==> config.mk <==
export PLATFORM = sky130hd
export DESIGN_NAME = prefetch_aligner
export DESIGN_NICKNAME = d
export VERILOG_FILES = /design/src/rtl/fetch_pkg.sv /design/src/rtl/prefetch_fifo.sv /design/src/rtl/prefetch_aligner.sv
export SDC_FILE = /design/constraint.sdc
export NUM_CORES = 1
export LEC_CHECK = 0
export ABC_AREA = 1
export CAP_MARGIN = 20
export CORE_UTILIZATION = 35
export CTS_BUF_LIST = sky130_fd_sc_hd__clkbuf_4 sky130_fd_sc_hd__clkbuf_8
export DETAILED_ROUTE_END_ITERATION = 10
export GPL_TIMING_DRIVEN = 0
export HOLD_SLACK_MARGIN = 0.03
export SLEW_MARGIN = 25
export SYNTH_ARGS = -nofsm -noshare
export SYNTH_HDL_FRONTEND = slang
export SYNTH_SLANG_ARGS = --single-unit
==> constraint.sdc <==
create_clock -name clk -period 3.5 [get_ports clk]
set_clock_uncertainty 0.05 [all_clocks]
set_input_delay 0.7 -clock clk [delete_from_list [all_inputs] [get_ports clk]]
set_output_delay 0.7 -clock clk [all_outputs]
set_load 0.02 [all_outputs]
==> src/rtl/fetch_pkg.sv <==
// Shared types for the prefetch front-end.
//   fetch_word_t : one bus response word plus its error tag
//   OPC_32B      : low two opcode bits marking an uncompressed instruction
//   is_rvc()     : true when the given opcode bits denote a 16-bit instruction
package fetch_pkg;

    typedef struct packed {
        logic [31:0] data;
        logic        err;
    } fetch_word_t;

    localparam logic [1:0] OPC_32B = 2'b11;

    function automatic logic is_rvc(input logic [1:0] opc);
        return opc != OPC_32B;
    endfunction

endpackage

==> src/rtl/prefetch_fifo.sv <==
// In-order response buffer for fetched words.
//   clk, rstn      : clock, async active-low reset
//   push, wdata    : append one word (caller guarantees a free slot)
//   pop            : drop the front word (caller guarantees non-empty)
//   clear          : empty the buffer; dominates push and pop
//   count          : current occupancy
//   w0/w0_vld      : front word and its presence
//   w1/w1_vld      : word behind the front and its presence
module prefetch_fifo
    import fetch_pkg::*;
#(
    parameter  int DEPTH = 3,
    localparam int CW    = $clog2(DEPTH + 1)
) (
    input  logic          clk,
    input  logic          rstn,
    input  logic          push,
    input  fetch_word_t   wdata,
    input  logic          pop,
    input  logic          clear,
    output logic [CW-1:0] count,
    output fetch_word_t   w0,
    output logic          w0_vld,
    output fetch_word_t   w1,
    output logic          w1_vld
);

    localparam int PW = (DEPTH > 1) ? $clog2(DEPTH) : 1;

    fetch_word_t   mem [DEPTH];
    logic [PW-1:0] rd_ptr, wr_ptr;

    // DEPTH need not be a power of two, so pointers wrap explicitly.
    function automatic logic [PW-1:0] ptr_inc(input logic [PW-1:0] p);
        return (p == PW'(DEPTH - 1)) ? '0 : p + PW'(1);
    endfunction

    assign w0     = mem[rd_ptr];
    assign w1     = mem[ptr_inc(rd_ptr)];
    assign w0_vld = (count != '0);
    assign w1_vld = (count > CW'(1));

    always_ff @(posedge clk) begin
        if (push && !clear) mem[wr_ptr] <= wdata;
    end

    always_ff @(posedge clk or negedge rstn) begin
        if (!rstn) begin
            rd_ptr <= '0;
            wr_ptr <= '0;
            count  <= '0;
        end else if (clear) begin
            rd_ptr <= '0;
            wr_ptr <= '0;
            count  <= '0;
        end else begin
            if (push) wr_ptr <= ptr_inc(wr_ptr);
            if (pop)  rd_ptr <= ptr_inc(rd_ptr);
            case ({push, pop})
                2'b10:   count <= count + CW'(1);
                2'b01:   count <= count - CW'(1);
                default: count <= count;
            endcase
        end
    end

endmodule

==> src/rtl/prefetch_aligner.sv <==
// Instruction fetch front-end: pipelined bus master, response buffer and
// 16/32-bit instruction aligner.
//   clk, rstn                 : clock, async active-low reset
//   req_o/gnt_i/addr_o        : bus request channel (issue on req_o && gnt_i)
//   rvalid_i/rdata_i/err_i    : in-order bus responses, one per grant
//   redirect_i/redirect_pc_i  : one-cycle PC change, flushes all fetch state
//   valid_o/ready_i           : instruction handshake toward decode
//   instr_o/pc_o              : instruction and its address
//   compressed_o              : instr_o is 16-bit ([31:16] zero)
//   err_o                     : a word feeding instr_o carried a bus error
module prefetch_aligner
    import fetch_pkg::*;
#(
    parameter logic [31:0] PC_RESET = 32'h0,
    parameter int          NUM_REQS = 2,
    parameter int          DEPTH    = NUM_REQS + 1
) (
    input  logic        clk,
    input  logic        rstn,
    output logic        req_o,
    input  logic        gnt_i,
    output logic [31:0] addr_o,
    input  logic        rvalid_i,
    input  logic [31:0] rdata_i,
    input  logic        err_i,
    input  logic        redirect_i,
    input  logic [31:0] redirect_pc_i,
    output logic        valid_o,
    input  logic        ready_i,
    output logic [31:0] instr_o,
    output logic [31:0] pc_o,
    output logic        compressed_o,
    output logic        err_o
);

    localparam int CW  = $clog2(NUM_REQS + 1);
    localparam int FCW = $clog2(DEPTH + 1);

    logic          run;          // keeps req_o low through the reset cycle
    logic [29:0]   fetch_wa;     // word address of the next fetch
    logic [CW-1:0] outstanding, out_nxt, discard;
    logic          fault_hold;
    logic          req_hold;     // request presented but not yet granted

    logic          grant, rsp_keep, push, pop_fire, pop_word, err_int;
    logic [FCW-1:0] occ;
    fetch_word_t   w0, w1;
    logic          w0_vld, w1_vld;
    logic          unused_w1;

    assign grant    = req_o && gnt_i;
    assign addr_o   = {fetch_wa, 2'b00};
    assign rsp_keep = rvalid_i && (discard == '0);
    assign push     = rsp_keep && !redirect_i;
    assign pop_fire = valid_o && ready_i && !redirect_i;

    // Every grant reserves a buffer slot up front, so the buffer cannot
    // overflow. A pending request stays up until granted: the reserved sum
    // never grows while waiting, so the slot is still guaranteed.
    assign req_o = run && (req_hold ||
                   (!fault_hold && int'(outstanding) < NUM_REQS &&
                    int'(occ) + int'(outstanding) < DEPTH));

    always_comb begin
        out_nxt = outstanding;
        if (grant && !rvalid_i)      out_nxt = outstanding + CW'(1);
        else if (!grant && rvalid_i) out_nxt = outstanding - CW'(1);
    end

    prefetch_fifo #(.DEPTH(DEPTH)) u_fifo (
        .clk    (clk),
        .rstn   (rstn),
        .push   (push),
        .wdata  ('{data: rdata_i, err: err_i}),
        .pop    (pop_fire && pop_word),
        .clear  (redirect_i),
        .count  (occ),
        .w0     (w0),
        .w0_vld (w0_vld),
        .w1     (w1),
        .w1_vld (w1_vld)
    );

    // Only the low half of the second word can ever reach the output.
    assign unused_w1 = ^w1.data[31:16];

    always_comb begin
        valid_o      = 1'b0;
        instr_o      = w0.data;
        compressed_o = 1'b0;
        err_int      = w0.err;
        pop_word     = 1'b0;
        if (!pc_o[1]) begin
            compressed_o = is_rvc(w0.data[1:0]);
            instr_o      = compressed_o ? {16'h0, w0.data[15:0]} : w0.data;
            valid_o      = w0_vld;
            pop_word     = !compressed_o;
        end else begin
            compressed_o = is_rvc(w0.data[17:16]);
            pop_word     = 1'b1;
            if (compressed_o) begin
                instr_o = {16'h0, w0.data[31:16]};
                valid_o = w0_vld;
            end else begin
                instr_o = {w1.data[15:0], w0.data[31:16]};
                // A faulting first half is delivered alone: fetch has
                // stopped, so its second half may never arrive.
                valid_o = w0_vld && (w1_vld || w0.err);
                err_int = w0.err || (w1_vld && w1.err);
            end
        end
        err_o = valid_o && err_int;
    end

    always_ff @(posedge clk or negedge rstn) begin
        if (!rstn) begin
            run         <= 1'b0;
            fetch_wa    <= PC_RESET[31:2];
            pc_o        <= PC_RESET;
            outstanding <= '0;
            discard     <= '0;
            fault_hold  <= 1'b0;
            req_hold    <= 1'b0;
        end else begin
            run         <= 1'b1;
            outstanding <= out_nxt;
            if (redirect_i) begin
                // Everything still in flight after this edge is stale,
                // including a same-cycle grant; a same-cycle response is
                // dropped and already accounted for in out_nxt.
                discard    <= out_nxt;
                pc_o       <= redirect_pc_i;
                fetch_wa   <= redirect_pc_i[31:2];
                fault_hold <= 1'b0;
                req_hold   <= 1'b0;
            end else begin
                if (rvalid_i && discard != '0) discard <= discard - CW'(1);
                if (grant)                     fetch_wa <= fetch_wa + 30'd1;
                if (pop_fire)                  pc_o <= pc_o + (compressed_o ? 32'd2 : 32'd4);
                if (push && err_i)             fault_hold <= 1'b1;
                req_hold <= req_o && !gnt_i;
            end
        end
    end

endmodule

Word-level counts from Yosys, hierarchy flattened
Memories as Yosys holds them, arrays and structs flattened.
Cells that the tools add are included.
Word-level totals
  flip-flop bits (word level): 75
  memory bits (writable): 99
  output and inout port bits: 100
  word-level logic and storage cells: 98
  memories: 1
Memory list
  u_fifo.mem: words 3, bits a word 33, rd ports 2, clocked after memory_dff 0, wr ports 1, line prefetch_fifo.sv:30  | fetch_word_t mem [DEPTH];
Cells by class
  add/subtract/negate cells: 10
  magnitude comparators: 3
  equality and inequality tests: 6
  muxes and demuxes: 31
  reduce and logical (&&, ||, !) cells: 37
Operator list (count)
  $mux 32: 5
  $mux 30: 2
  $add 32x3->32: 1
  $add 30x1->30 const B: 1
  $mux 2: 11
  $logic_and 1x1->1: 18
  $reduce_bool 2->1: 8
  $mux 1: 11
  $add 2x1->2 const B: 4
  $eq 2x2->1 const B: 3
  $logic_not 1->1: 6
  $sub 2x1->2 const B: 3
  $ne 2x2->1 const B: 2
  $pmux 2 s2: 1
  $add 2x2->3: 1
  $logic_or 1x1->1: 3
  $lt 3x2->1 const B: 1
  $mux 3: 1
  $reduce_bool 3->1: 1
  $eq 2x1->1 const B: 1
  $gt 2x1->1 const B: 1
  $logic_not 2->1: 1
  $lt 2x2->1 const B: 1

Longest topological paths before layout
Gate-level depths: netlist (run 1).
  depth in word-level cells: 11
  mapped depth: 19
  mapped depth without buffers: 19

By module
Synthesis (run 1) repeated with hierarchy kept, for this count alone.
Unflattened totals
  cells, all modules: 1191
  area, all modules: 9694.3 um2
By module, submodules not included
  prefetch_aligner: instances 1, cells each 758, area each 5133.7 um2, seq. area each 1726.7 um2
  prefetch_fifo: instances 1, cells each 433, area each 4560.6 um2, seq. area each 3123.0 um2

Worst setup path before layout (run 1)
OpenSTA, ideal clock, no wires.
  path type: input-to-reg
  start: input port rvalid_i
  end: memory u_fifo.mem[2][0] (netlist name), enable pin
  library setup time: 464 ps
  arrival: 3286 ps
  data required time: 2986 ps
  path slack: -300 ps
  stages: 4
  buffers on the path: 0
  path through: nand2_1 -> nor2_1 -> inv_1 -> nor3_1
Between the ends
  cells in the longest elaborated chain, start to end: 5
Ends and longest elaborated chain
  from (decl): line prefetch_aligner.sv:23  | input logic rvalid_i,
  $logic_and 1x1->1: line prefetch_aligner.sv:53  | assign rsp_keep = rvalid_i && (discard == '0);
  $logic_and 1x1->1: line prefetch_aligner.sv:54  | assign push = rsp_keep && !redirect_i;
  $logic_and 1x1->1: line prefetch_fifo.sv:44  | if (push && !clear) mem[wr_ptr] <= wdata;
  $mux 1: line prefetch_fifo.sv:44
  $mux 1 (not written as such): line prefetch_fifo.sv:44
  to (decl): line prefetch_fifo.sv:30
Every way passes these cells.

Final worst setup path (run 1)
  start: register u_fifo.rd_ptr[1]
  end: output port compressed_o
Between the ends
  cells in the longest elaborated chain, start to end: 3
  elaborated cells between the ends (all ways): 4
  classes of those cells: eq/ne (2); mux (1); memory (1)
Ends and longest elaborated chain
  from (decl): line prefetch_fifo.sv:31  | logic [PW-1:0] rd_ptr, wr_ptr;
  from (signal assigned): line prefetch_fifo.sv:58  | if (pop) rd_ptr <= ptr_inc(rd_ptr);
  $mem_v2 3x33 (*)
  $ne 2x2->1: line fetch_pkg.sv:15  | return opc != OPC_32B;
  $mux 1 (*): line prefetch_aligner.sv:93  | if (!pc_o[1]) begin
  to (decl): line prefetch_aligner.sv:32  | output logic compressed_o,
Mark *: on every way between the ends. The rest lies on a longest branch, timed or not.

==> out/qor.txt, run 1 <==
element type at the critical path start = flop
Hold Path Class = in -> async
Final Critical Period = 3.412 ns
HPWL after DPL = 23410 um
Pre-antenna DRT Iters = 6
Clock Pin Slew Worst Setup and Hold Paths = 0.12 ns
antenna violations before repair = 0
Netlist cell types = 44
RePlAce Congestion = 0.9841
Synth Cell Area = 0.009163 mm2
DRT iter0 DRCs = 979
Die Span Y = 163.8 um
Switch Pwr = 3.456 mW
post-synthesis register bit count = 174
Max VDD drop = 393.8 uV
Initial Utilization = 36.07%
Max clock buf depth = 2
first-pass GRT wire length = 46680 um
GRT Overall Usage = 23.45%
num ports = 171
CTS tree = yes
Slew headroom = 36.23%
Ant. Diodes = 0
Max-cap violations = 0
Setup violations, final = 0
FMAX = 0.2931 GHz
layout cells sized above 1 = 7.686%
htree depth = 4
Cell Rows = 58
Filler cells = 2452
Arrival @ worst endpoint = 2.66 ns
Power Density = 651.0 mW/mm2
Die Width = 163.8 um
clock power share = 19.3%
vias after detailed routing = 8588
cell internal pwr = 4.281 mW
DRC = 0
synth-to-layout area growth = 29.73%
routed len/inst = 19.47 um
crit path from = u_fifo.rd_ptr[1]
Final Util = 46.80%
largest net degree at the start of global routing = 39
average cell area after synthesis = 8.685 um2
post-synthesis sequential area ratio = 52.93%
Logic pwr share = 45.0%
post-route cell area = 0.01189 mm2
final hold violation count = 0
Net Sw Frac = 44.67%
unrepaired setup endpoints after global routing = no
outcome = completed
grt ovf = 0
CTS Buf Count = 17
Worst Max-Slew Pin Slew = 0.9492 ns
final WL = 31000 um
full die area = 0.02683 mm2
CP Capture Type = output port
vias per inst = 5.394
layout net count = 1328
smallest hold slack = 0.1537 ns
input/output buffers = 168
LEAKAGE = 4.948 nW
Mapped Cells = 1055
Critical Path RT = 2.75 ns
worst skew pair latency = 0.46 ns
launching point of the worst reg2reg path = u_fifo.rd_ptr[1]
Slew Viols, Final = 0
CP max FO = 9
Critical Setup Path Class = reg -> out
Sequential Power Share = 35.8%
Yosys warning count = 0
Root Buffer = clkbuf_8
Sink Count = 174
placed cell area = 0.01139 mm2
vias in the first global route = 8022
total core area = 0.02540 mm2
Routed Antenna Nets = 0
Final period util = 97.48%
## registers in the layout (all words and copies together), names as in the netlist
name           count
u_fifo.mem        99
pc_o              32
fetch_wa          30
discard            2
outstanding        2
u_fifo.count       2
u_fifo.rd_ptr      2
u_fifo.wr_ptr      2
fault_hold         1
req_hold           1
run                1
## synthesized netlist by cell type (all sizes together)
cell | count | share of area, %
nand2 | 273 | 11
inv | 118 | 4.8
edfxtp | 99 | 32
nor2 | 77 | 3.3
dfrtp | 75 | 20
nand3 | 72 | 4.2
a21oi | 46 | 2.5
o21ai | 46 | 2.6
nor3 | 33 | 1.9
o22ai | 31 | 2.1
clkbuf | 26 | 1.1
nand4 | 22 | 1.5
xor2 | 20 | 1.9
a31oi | 16 | 1.1
a22o | 15 | 1.4
o221ai | 14 | 1.3
o211ai | 13 | 1.1
buf | 11 | 0.75
nor4 | 8 | 0.55
a22oi | 6 | 0.49
ha | 6 | 0.82
xnor2 | 5 | 0.48
clkinv | 4 | 0.16
nand3b | 4 | 0.33
a21boi | 3 | 0.25
o31ai | 3 | 0.25
conb | 2 | 0.082
fa | 2 | 0.44
o21bai | 2 | 0.16
a21o | 1 | 0.082
a32oi | 1 | 0.096
or2 | 1 | 0.068
## layer usage
layer / global-route usage, % / part of all wire, %
met1: 32.24 / 44
met4: 7.197 / 2.3
met3: 4.217 / 7.5
met2: 37.50 / 46
met5: 0 / 0
## placed cells by master, fill, tap and decap left out, drive strengths merged, types with 3 or more instances in the layout
cell type,count
xor2,20
nor2,77
edfxtp,99
o211ai,13
inv,124
o221ai,14
xnor2,5
o21ai,46
a22o,15
a31oi,16
a21oi,46
dlygate4sd2,11
nand4,22
a22oi,6
o22ai,31
nand2,273
buf,20
a21boi,3
conb,3
clkbuf,47
o31ai,3
clkdlybuf4s15,3
dfrtp,75
clkinv,13
nand3b,4
nand3,72
nor4,8
dlymetal6s2s,11
ha,6
clkdlybuf4s50,136
nor3,33
## through the flow
stage | power, mW | TNS, ns | instances | setup WS, ns
final | 7.738 | 0 | 1592 | 0.08819
after global routing | 8.161 | 0 | 1592 | 0.0003433
after CTS | 7.754 | 0 | 1592 | 0.001930
after detailed placement | 6.295 | -1.684 | 1560 | -0.1951
after global placement | 6.247 | -218.39 | 1554 | -1.316
after floorplan | 4.691 | 0 | 1056 | 0.6031
## area by class of cell
cell class / instances / area [um2] / area share [%]
buffer: 37 / 193.9 / 1.632
tap: 330 / 412.9 / 3.474
clock inverter: 15 / 209.0 / 1.758
multi-input combinational: 723 / 3752 / 31.57
clock buffer: 17 / 234.0 / 1.968
sequential: 174 / 4852 / 40.82
inverter: 122 / 460.4 / 3.874
timing repair buffer: 174 / 1772 / 14.91
## power by group through the flow
stage	Clock (mW)	Sequential (mW)	Combinational, mW
3_5_place_dp	0	2.80	3.50
6_report	1.49	2.77	3.48
3_3_place_gp	0	2.80	3.45
5_1_grt	1.59	2.80	3.77
4_1_cts	1.52	2.76	3.47
2_1_floorplan	0	2.89	1.80
## what timing repair did
action | in CTS | in global routing
endpoints found under the setup margin | 38 | 24
hold buffers | 0 | 0
buffers inserted | 0 | 0
pin swaps | 0 | 0
resized for setup | 44 | 34
## logic make-up after synthesis
| kind of cell | after synthesis | synth area share (%) |
|---|---|---|
| AND/OR/NAND/NOR | 490 | 23.09 |
| AO/OA/AOI/OAI | 197 | 13.44 |
| flip-flops | 174 | 52.93 |
| buffers and inverters | 159 | 6.814 |
| XOR/XNOR | 25 | 2.390 |
| adder cells (fa/ha/maj) | 8 | 1.256 |
| other | 2 | 0.08196 |
## critical path: stages (launching register included)
cell and delay [ns]:
dfrtp_2 0.49, nor2_4 0.23, nand2_1 0.07, nand3_1 0.13
nand2_1 0.10, nor2_2 0.17, clkinv_2 0.20, nand2_1 0.13
inv_1 0.11, clkdlybuf4s50_1 0.57
## path summary, 6_finish.rpt
| check | slack [ns] | cells past startpoint | to |
|---|---|---|---|
| worst max-delay path | 0.09 | 9 | compressed_o |
| worst min-delay path | 0.15 | 1 | fetch_wa[13] |
| worst max register to register | 0.19 | 17 | pc_o[21] |
| worst min register to register | 0.44 | 2 | fault_hold |
| max in group asynchronous | 2.60 | 2 | u_fifo.count[1] |
| min in group clk | 0.44 | 2 | fault_hold |
No activity file was read; power rests on OpenSTA's default activity.
==> inputs of run 2 (changes only) <==
--- a/config.mk
+++ b/config.mk
@@ -5,8 +5,6 @@
 export SDC_FILE = /design/constraint.sdc
 export NUM_CORES = 1
 export LEC_CHECK = 0
-export ABC_AREA = 1
-export CAP_MARGIN = 20
 export CORE_UTILIZATION = 35
 export CTS_BUF_LIST = sky130_fd_sc_hd__clkbuf_4 sky130_fd_sc_hd__clkbuf_8
 export DETAILED_ROUTE_END_ITERATION = 10
==> run 2 against run 1 <==
- critical endpoint is now fetch_wa[29]
- clock power about the same
- count of clock-buffer cells in the layout unchanged
- synthesized cell count decreased by 26%
==> out/qor.txt, run 2 <==
outcome = completed
Slew Viols, Final = 0
num ports = 171
dpl ws = -1.056 ns
Post-synth EDFFs = 99
RePlAce Congestion = 0.8253
Yosys warning count = 0
FMAX = 0.2943 GHz
HPWL after DPL = 18630 um
Synth Area in XOR/XNOR = 2.429%
number of flip-flops under the largest register name = 99
most common cell in the synthesized netlist = edfxtp_1
post-synthesis adder-cell area fraction = 1.330%
Setup violations, final = 0
Worst path max stage delay = 0.53 ns
Clock Pin Slew Worst Setup and Hold Paths = 0.12 ns
Placed Cells = 1286
register name with the most flops = u_fifo.mem
CTS Hold Bufs = 0
Worst Max-Slew Pin Slew = 0.8308 ns
DRC = 0
final hold violation count = 0
Switch Pwr = 2.314 mW
Max-cap violations = 0
layout net count = 1070
Logic pwr share = 35.4%
input/output buffers = 167
element type at the critical path start = flop
GRT Overall Usage = 20.04%
LEAKAGE = 4.211 nW
smallest hold slack = 0.1558 ns
Critical Setup Path Class = reg -> reg
Initial Utilization = 35.69%
critical path's slowest cell = or4_4
Top Registers = u_fifo.mem (99), pc_o (32), fetch_wa (30)
Slew headroom = 44.61%
largest family of logic cells by synthesized area = simple AND/OR/NAND/NOR gates
average cell area after synthesis = 11.07 um2
largest net degree at the start of global routing = 42
cell taking the most area after synthesis = edfxtp_1
Die Width = 159.2 um
Final Util = 47.78%
placed cell area = 0.01092 mm2
proportion of synthesized area in mux cells = 9.167%
unrepaired setup endpoints after global routing = yes
Synth area leaders = edfxtp_1 34%, dfrtp_1 22%, mux2i_1 7.9%, a21oi_1 3.8%, nor2_1 3.7%
Routed Antenna Nets = 0
most common cell after layout, fill and taps aside = clkdlybuf4s50_1
Sink Count = 174
Max clock buf depth = 2
Sequential Power Share = 41.0%
Final period util = 97.09%
post-synthesis register bit count = 174
final WL = 25590 um
vias per inst = 5.378
synth-to-layout area growth = 33.89%
vias in the first global route = 6781
vias after detailed routing = 7148
R2R cell count = 9
post-synthesis sequential area ratio = 56.04%
layout cells sized above 1 = 11.55%
Synth Area in Compound Gates = 13.58%
Max VDD drop = 285.3 uV
total core area = 0.02425 mm2
r2r setup slk = 0.10 ns
worst skew pair latency = 0.48 ns
Post-Synth Simple-Gate Area = 14.26%
clock power share = 23.6%
CP max FO = 9
Main synth FF type = edfxtp_1
Critical Path RT = 3.86 ns
commonest non-fill, non-tap cells in the layout = 138 x clkdlybuf4s50_1, 99 x edfxtp_1, 86 x nor2_1
Synth Cell Area = 0.008653 mm2
CP Capture Type = flop
Synth top area share = 34.36%
Netlist cell types = 53
Final Critical Period = 3.398 ns
post-route cell area = 0.01159 mm2
Cell Rows = 57
Arrival @ worst endpoint = 3.76 ns
overall power = 6.188 mW
Mapped Cells = 782
final cell count without fillers = 1329
htree depth = 4
routed len/inst = 19.25 um
fraction of registers with async set/reset = 43.10%
Root Buffer = clkbuf_8
Final WS setup = 0.1018 ns
antenna violations before repair = 1
critical-path cell list = ha_4, fa_1, a2111oi_4, buf_4, o2111ai_4, or4_4, buf_6, or4_1, a31oi_1
first-pass GRT wire length = 38900 um
CTS Buf Count = 17
Net Sw Frac = 37.40%
cell internal pwr = 3.874 mW
DRT iter0 DRCs = 485
Synth top cells by count = 99 x edfxtp_1, 86 x nor2_1, 75 x dfrtp_1
Pre-antenna DRT Iters = 7
full die area = 0.02536 mm2
Hold Path Class = in -> async
grt ovf = 0
Final TNS setup = 0 ns
Power Density = 534.1 mW/mm2
CTS tree = yes
Die Span Y = 159.2 um
==> run 2: changes by cell type after synthesis, moves of 15 or more <==
cell	previous run	this run
a21oi_1	46	65
nand2_1	271	29
nand3_1	69	19
or3_1	0	17
inv_1	113	19
mux2i_1	0	68
a22o_1	15	0
o22ai_1	31	15
or4_1	0	19
xnor2_1	5	21
xor2_1	20	3
==> run 2: power groups by stage <==
stage | Sequential, mW | Combinational, mW | Clock [mW]
6_report | 2.54 | 2.19 | 1.46
5_1_grt | 2.57 | 2.35 | 1.56
4_1_cts | 2.53 | 2.13 | 1.49
3_5_place_dp | 2.58 | 2.11 | 0
3_3_place_gp | 2.57 | 2.06 | 0
2_1_floorplan | 2.63 | 1.14 | 0
==> run 2: timing repair <==
| action | in CTS | in global routing |
|---|---|---|
| pin swaps | 2 | 6 |
| setup buffers | 4 | 8 |
| gates cloned | 0 | 0 |
| gates resized for setup | 65 | 38 |
| setup endpoints to repair | 65 | 44 |
==> run 2: worst max-delay path: cells and delay by family, from the launching register on <==
family	cells	cell delay, ns
AND/OR/NAND/NOR	2	0.99
AO/OA/AOI/OAI	3	0.79
flip-flops	1	0.46
adder cells (fa/ha/maj)	2	0.69
buffers and inverters	2	0.35
==> run 2: layer usage <==
layer  track usage (%)  share of wire [%]  vias to the layer above
met3             4.324                7.0                       21
met2             32.28                 47                      259
li1                  -                  -                     3369
met1             27.52                 45                     3499
met4             4.895                1.1                        0
met5                 0                  0                        -
==> run 2: final timing paths <==
check / startpoint / end
min: rstn / fetch_wa[22]
min reg2reg: pc_o[0] / pc_o[0]
max in group asynchronous: rstn / u_fifo.rd_ptr[1]
max reg2reg: u_fifo.count[0] / fetch_wa[29]
min in group clk: pc_o[0] / pc_o[0]
max: u_fifo.count[0] / fetch_wa[29]
==> run 2: logic make-up (layout without fill, tap and decap cells) <==
| kind of cell | Yosys count | in the layout |
|---|---|---|
| and+or+nand+nor | 242 | 242 |
| AOI/OAI and AO/OA | 185 | 185 |
| DFF | 174 | 174 |
| muxes | 78 | 78 |
| buffers and inverters | 69 | 290 |
| xor gates and xnor gates | 24 | 24 |
| adders and majority gates | 8 | 8 |
| other | 2 | 4 |
==> run 2: cell type report <==
type	instances	area, um2
Clock buffer	17	234.0
Inverter	20	75.07
Antenna cell	1	2.502
Clock inverter	15	178.9
Timing Repair Buffer	191	1887
Tap cell	324	405.4
Sequential cell	174	4852
Buffer	47	282.8
Multi-Input combinational cell	540	3669
Fill cell	2261	12660
==> inputs of run 3 (changes only) <==
==> constraint.sdc (replaced) <==
create_clock -name clk -period 3.5 [get_ports clk]
set_clock_uncertainty 0.05 [all_clocks]
set_input_delay 0.35 -clock clk [delete_from_list [all_inputs] [get_ports clk]]
set_output_delay 0.35 -clock clk [all_outputs]
set_load 0.02 [all_outputs]
==> run 3 against run 2 <==
- sequential power is essentially flat
- worst setup slack gained 0.060 ns
- clock power is essentially flat
- first-iteration DRC count shrank 2.1%
- power shrank 0.48%
- design area shrank 0.85%
- global-route usage is the same
- sequential cell count is the same
- combinational power is essentially flat
==> out/qor.txt, run 3 (synthesized netlist as in run 2, its figures left out) <==
Final Critical Period = 3.338 ns
r2r setup slk = 0.16 ns
critical path's slowest cell = or4_1
Initial Utilization = 35.69%
num ports = 171
CP max FO = 10
register name with the most flops = u_fifo.mem
Cell Rows = 57
Sequential Power Share = 41.1%
Pre-antenna DRT Iters = 7
placed cell area = 0.01092 mm2
Power Density = 536.1 mW/mm2
Final period util = 95.37%
GRT Overall Usage = 20.04%
CP bufs+invs = 4
vias in the first global route = 6787
Die Width = 159.2 um
largest net degree at the start of global routing = 42
outcome = completed
grt ovf = 0
layout net count = 1064
CTS tree = yes
Routed Antenna Nets = 0
antenna violations before repair = 1
critical-path cell list = buf_4, mux2_2, o211ai_1, or2_2, buf_6, and2_1, inv_1, ha_1, nand2_1, nand2_1, o211ai_1, buf_2, or4_1, a31oi_1
Max-cap violations = 0
Root Buffer = clkbuf_8
Slew headroom = 45.91%
Worst path top cell family by delay = simple AND/OR/NAND/NOR gates
total core area = 0.02425 mm2
worst skew pair latency = 0.47 ns
Net Sw Frac = 37.15%
element type at the critical path start = flop
commonest non-fill, non-tap cells in the layout = 166 x clkdlybuf4s50_1, 99 x edfxtp_1, 86 x nor2_1
HPWL after DPL = 18630 um
Worst path max stage delay = 0.41 ns
final WL = 25510 um
CTS Buf Count = 17
layout cells sized above 1 = 10.02%
Max clock buf depth = 2
Top Registers = u_fifo.mem (99), pc_o (32), fetch_wa (30)
most common cell after layout, fill and taps aside = clkdlybuf4s50_1
FMAX = 0.2996 GHz
Sink Count = 174
Setup violations, final = 0
vias per inst = 5.394
FF-to-FF End = pc_o[10]
Max VDD drop = 284.0 uV
DRT iter0 DRCs = 475
htree depth = 4
full die area = 0.02536 mm2
Slew Viols, Final = 0
Arrival @ worst endpoint = 3.68 ns
Hold Path Class = in -> async
Critical Setup Path Class = reg -> reg
Switch Pwr = 2.287 mW
number of flip-flops under the largest register name = 99
overall power = 6.158 mW
Clock Pin Slew Worst Setup and Hold Paths = 0.12 ns
Critical Path RT = 3.84 ns
LEAKAGE = 4.017 nW
R2R cell count = 14
CP Capture Type = flop
Worst Max-Slew Pin Slew = 0.8114 ns
routed len/inst = 19.28 um
launching point of the worst reg2reg path = u_fifo.rd_ptr[0]
unrepaired setup endpoints after global routing = no
cell internal pwr = 3.871 mW
RePlAce Congestion = 0.8253
synth-to-layout area growth = 32.75%
Die Span Y = 159.2 um
input/output buffers = 167
Logic pwr share = 35.3%
first-pass GRT wire length = 38900 um
final hold violation count = 0
DRC = 0
post-route cell area = 0.01149 mm2
clock power share = 23.6%
vias after detailed routing = 7136
-- run 3: cell count changes in the layout (fill, tap and decap cells not counted), moves of 2 or more --
cell / previous run / this run
clkdlybuf4s50_1: 138 / 166
dlygate4sd2_1: 18 / 0
buf_4: 26 / 13
dlymetal6s2s_1: 9 / 0
clkbuf_2: 5 / 12
clkbuf_4: 7 / 2
dfrtp_1: 73 / 75
dfrtp_2: 2 / 0
mux2i_1: 67 / 65
mux2i_2: 0 / 2
or4_1: 17 / 19
or4_4: 2 / 0
-- run 3: layer usage --
metal / up-vias / GRT usage [%] / wire, um / part of all wire [%]
met3: 20 / 4.350 / 1947 / 7.6
met5: - / 0 / 0 / 0
met4: 0 / 4.895 / 248 / 0.97
met2: 294 / 32.28 / 11920 / 47
met1: 3466 / 27.50 / 11400 / 45
li1: 3356 / - / - / -
-- run 3: final cells by class --
type | count | area [um2]
Antenna cell | 1 | 2.502
Buffer | 48 | 260.3
Clock buffer | 17 | 234.0
Clock inverter | 15 | 178.9
Fill cell | 2268 | 12760
Inverter | 20 | 75.07
Multi-Input combinational cell | 540 | 3640
Sequential cell | 174 | 4850
Tap cell | 324 | 405.4
Timing Repair Buffer | 184 | 1842
-- run 3: worst max-delay path by stage --
| stage | from | depth (start not counted) | slack, ns | endpoint |
|---|---|---|---|---|
| 6_report | u_fifo.rd_ptr[0] | 14 | 0.16 | pc_o[10] |
| 5_1_grt | u_fifo.rd_ptr[0] | 13 | 0.007 | pc_o[21] |
| 4_1_cts | u_fifo.rd_ptr[0] | 13 | 0.002 | pc_o[21] |
| 3_5_place_dp | u_fifo.rd_ptr[0] | 13 | -1.06 | pc_o[19] |
| 3_3_place_gp | rvalid_i | 4 | -1.64 | u_fifo.mem[1][22] |
| 2_1_floorplan | u_fifo.rd_ptr[0] | 13 | 0.03 | pc_o[21] |
-- run 3: through the flow --
step / TNS [ns] / util (%) / instances / setup WS (ns) / hold slack [ns]
floorplan: 0 / - / 783 / 0.02985 / 0.004409
global placement: -238.36 / 44.37 / 1274 / -1.635 / 0.4451
detailed placement: -20.97 / 45.04 / 1286 / -1.056 / 0.3372
CTS: 0 / 47.13 / 1320 / 0.002112 / 0.3458
global route: 0 / 47.36 / 1322 / 0.007083 / 0.4010
finish: 0 / 47.37 / 1323 / 0.1620 / 0.3646
-- run 3: repair_timing --
| item | in CTS | in global routing |
|---|---|---|
| hold buffers | 1 | 0 |
| setup buffers | 2 | 2 |
| endpoints found under the hold margin | 40 | 0 |
| pin swaps | 1 | 2 |
| gates resized for setup | 28 | 21 |
| setup endpoints to repair | 61 | 51 |
-- run 3: power groups by stage --
stage	combinational, mW	sequential (mW)	clock, mW
5_1_grt	2.34	2.56	1.56
6_report	2.17	2.53	1.45
3_3_place_gp	2.06	2.57	0
3_5_place_dp	2.11	2.58	0
4_1_cts	2.15	2.53	1.49
2_1_floorplan	1.14	2.63	0
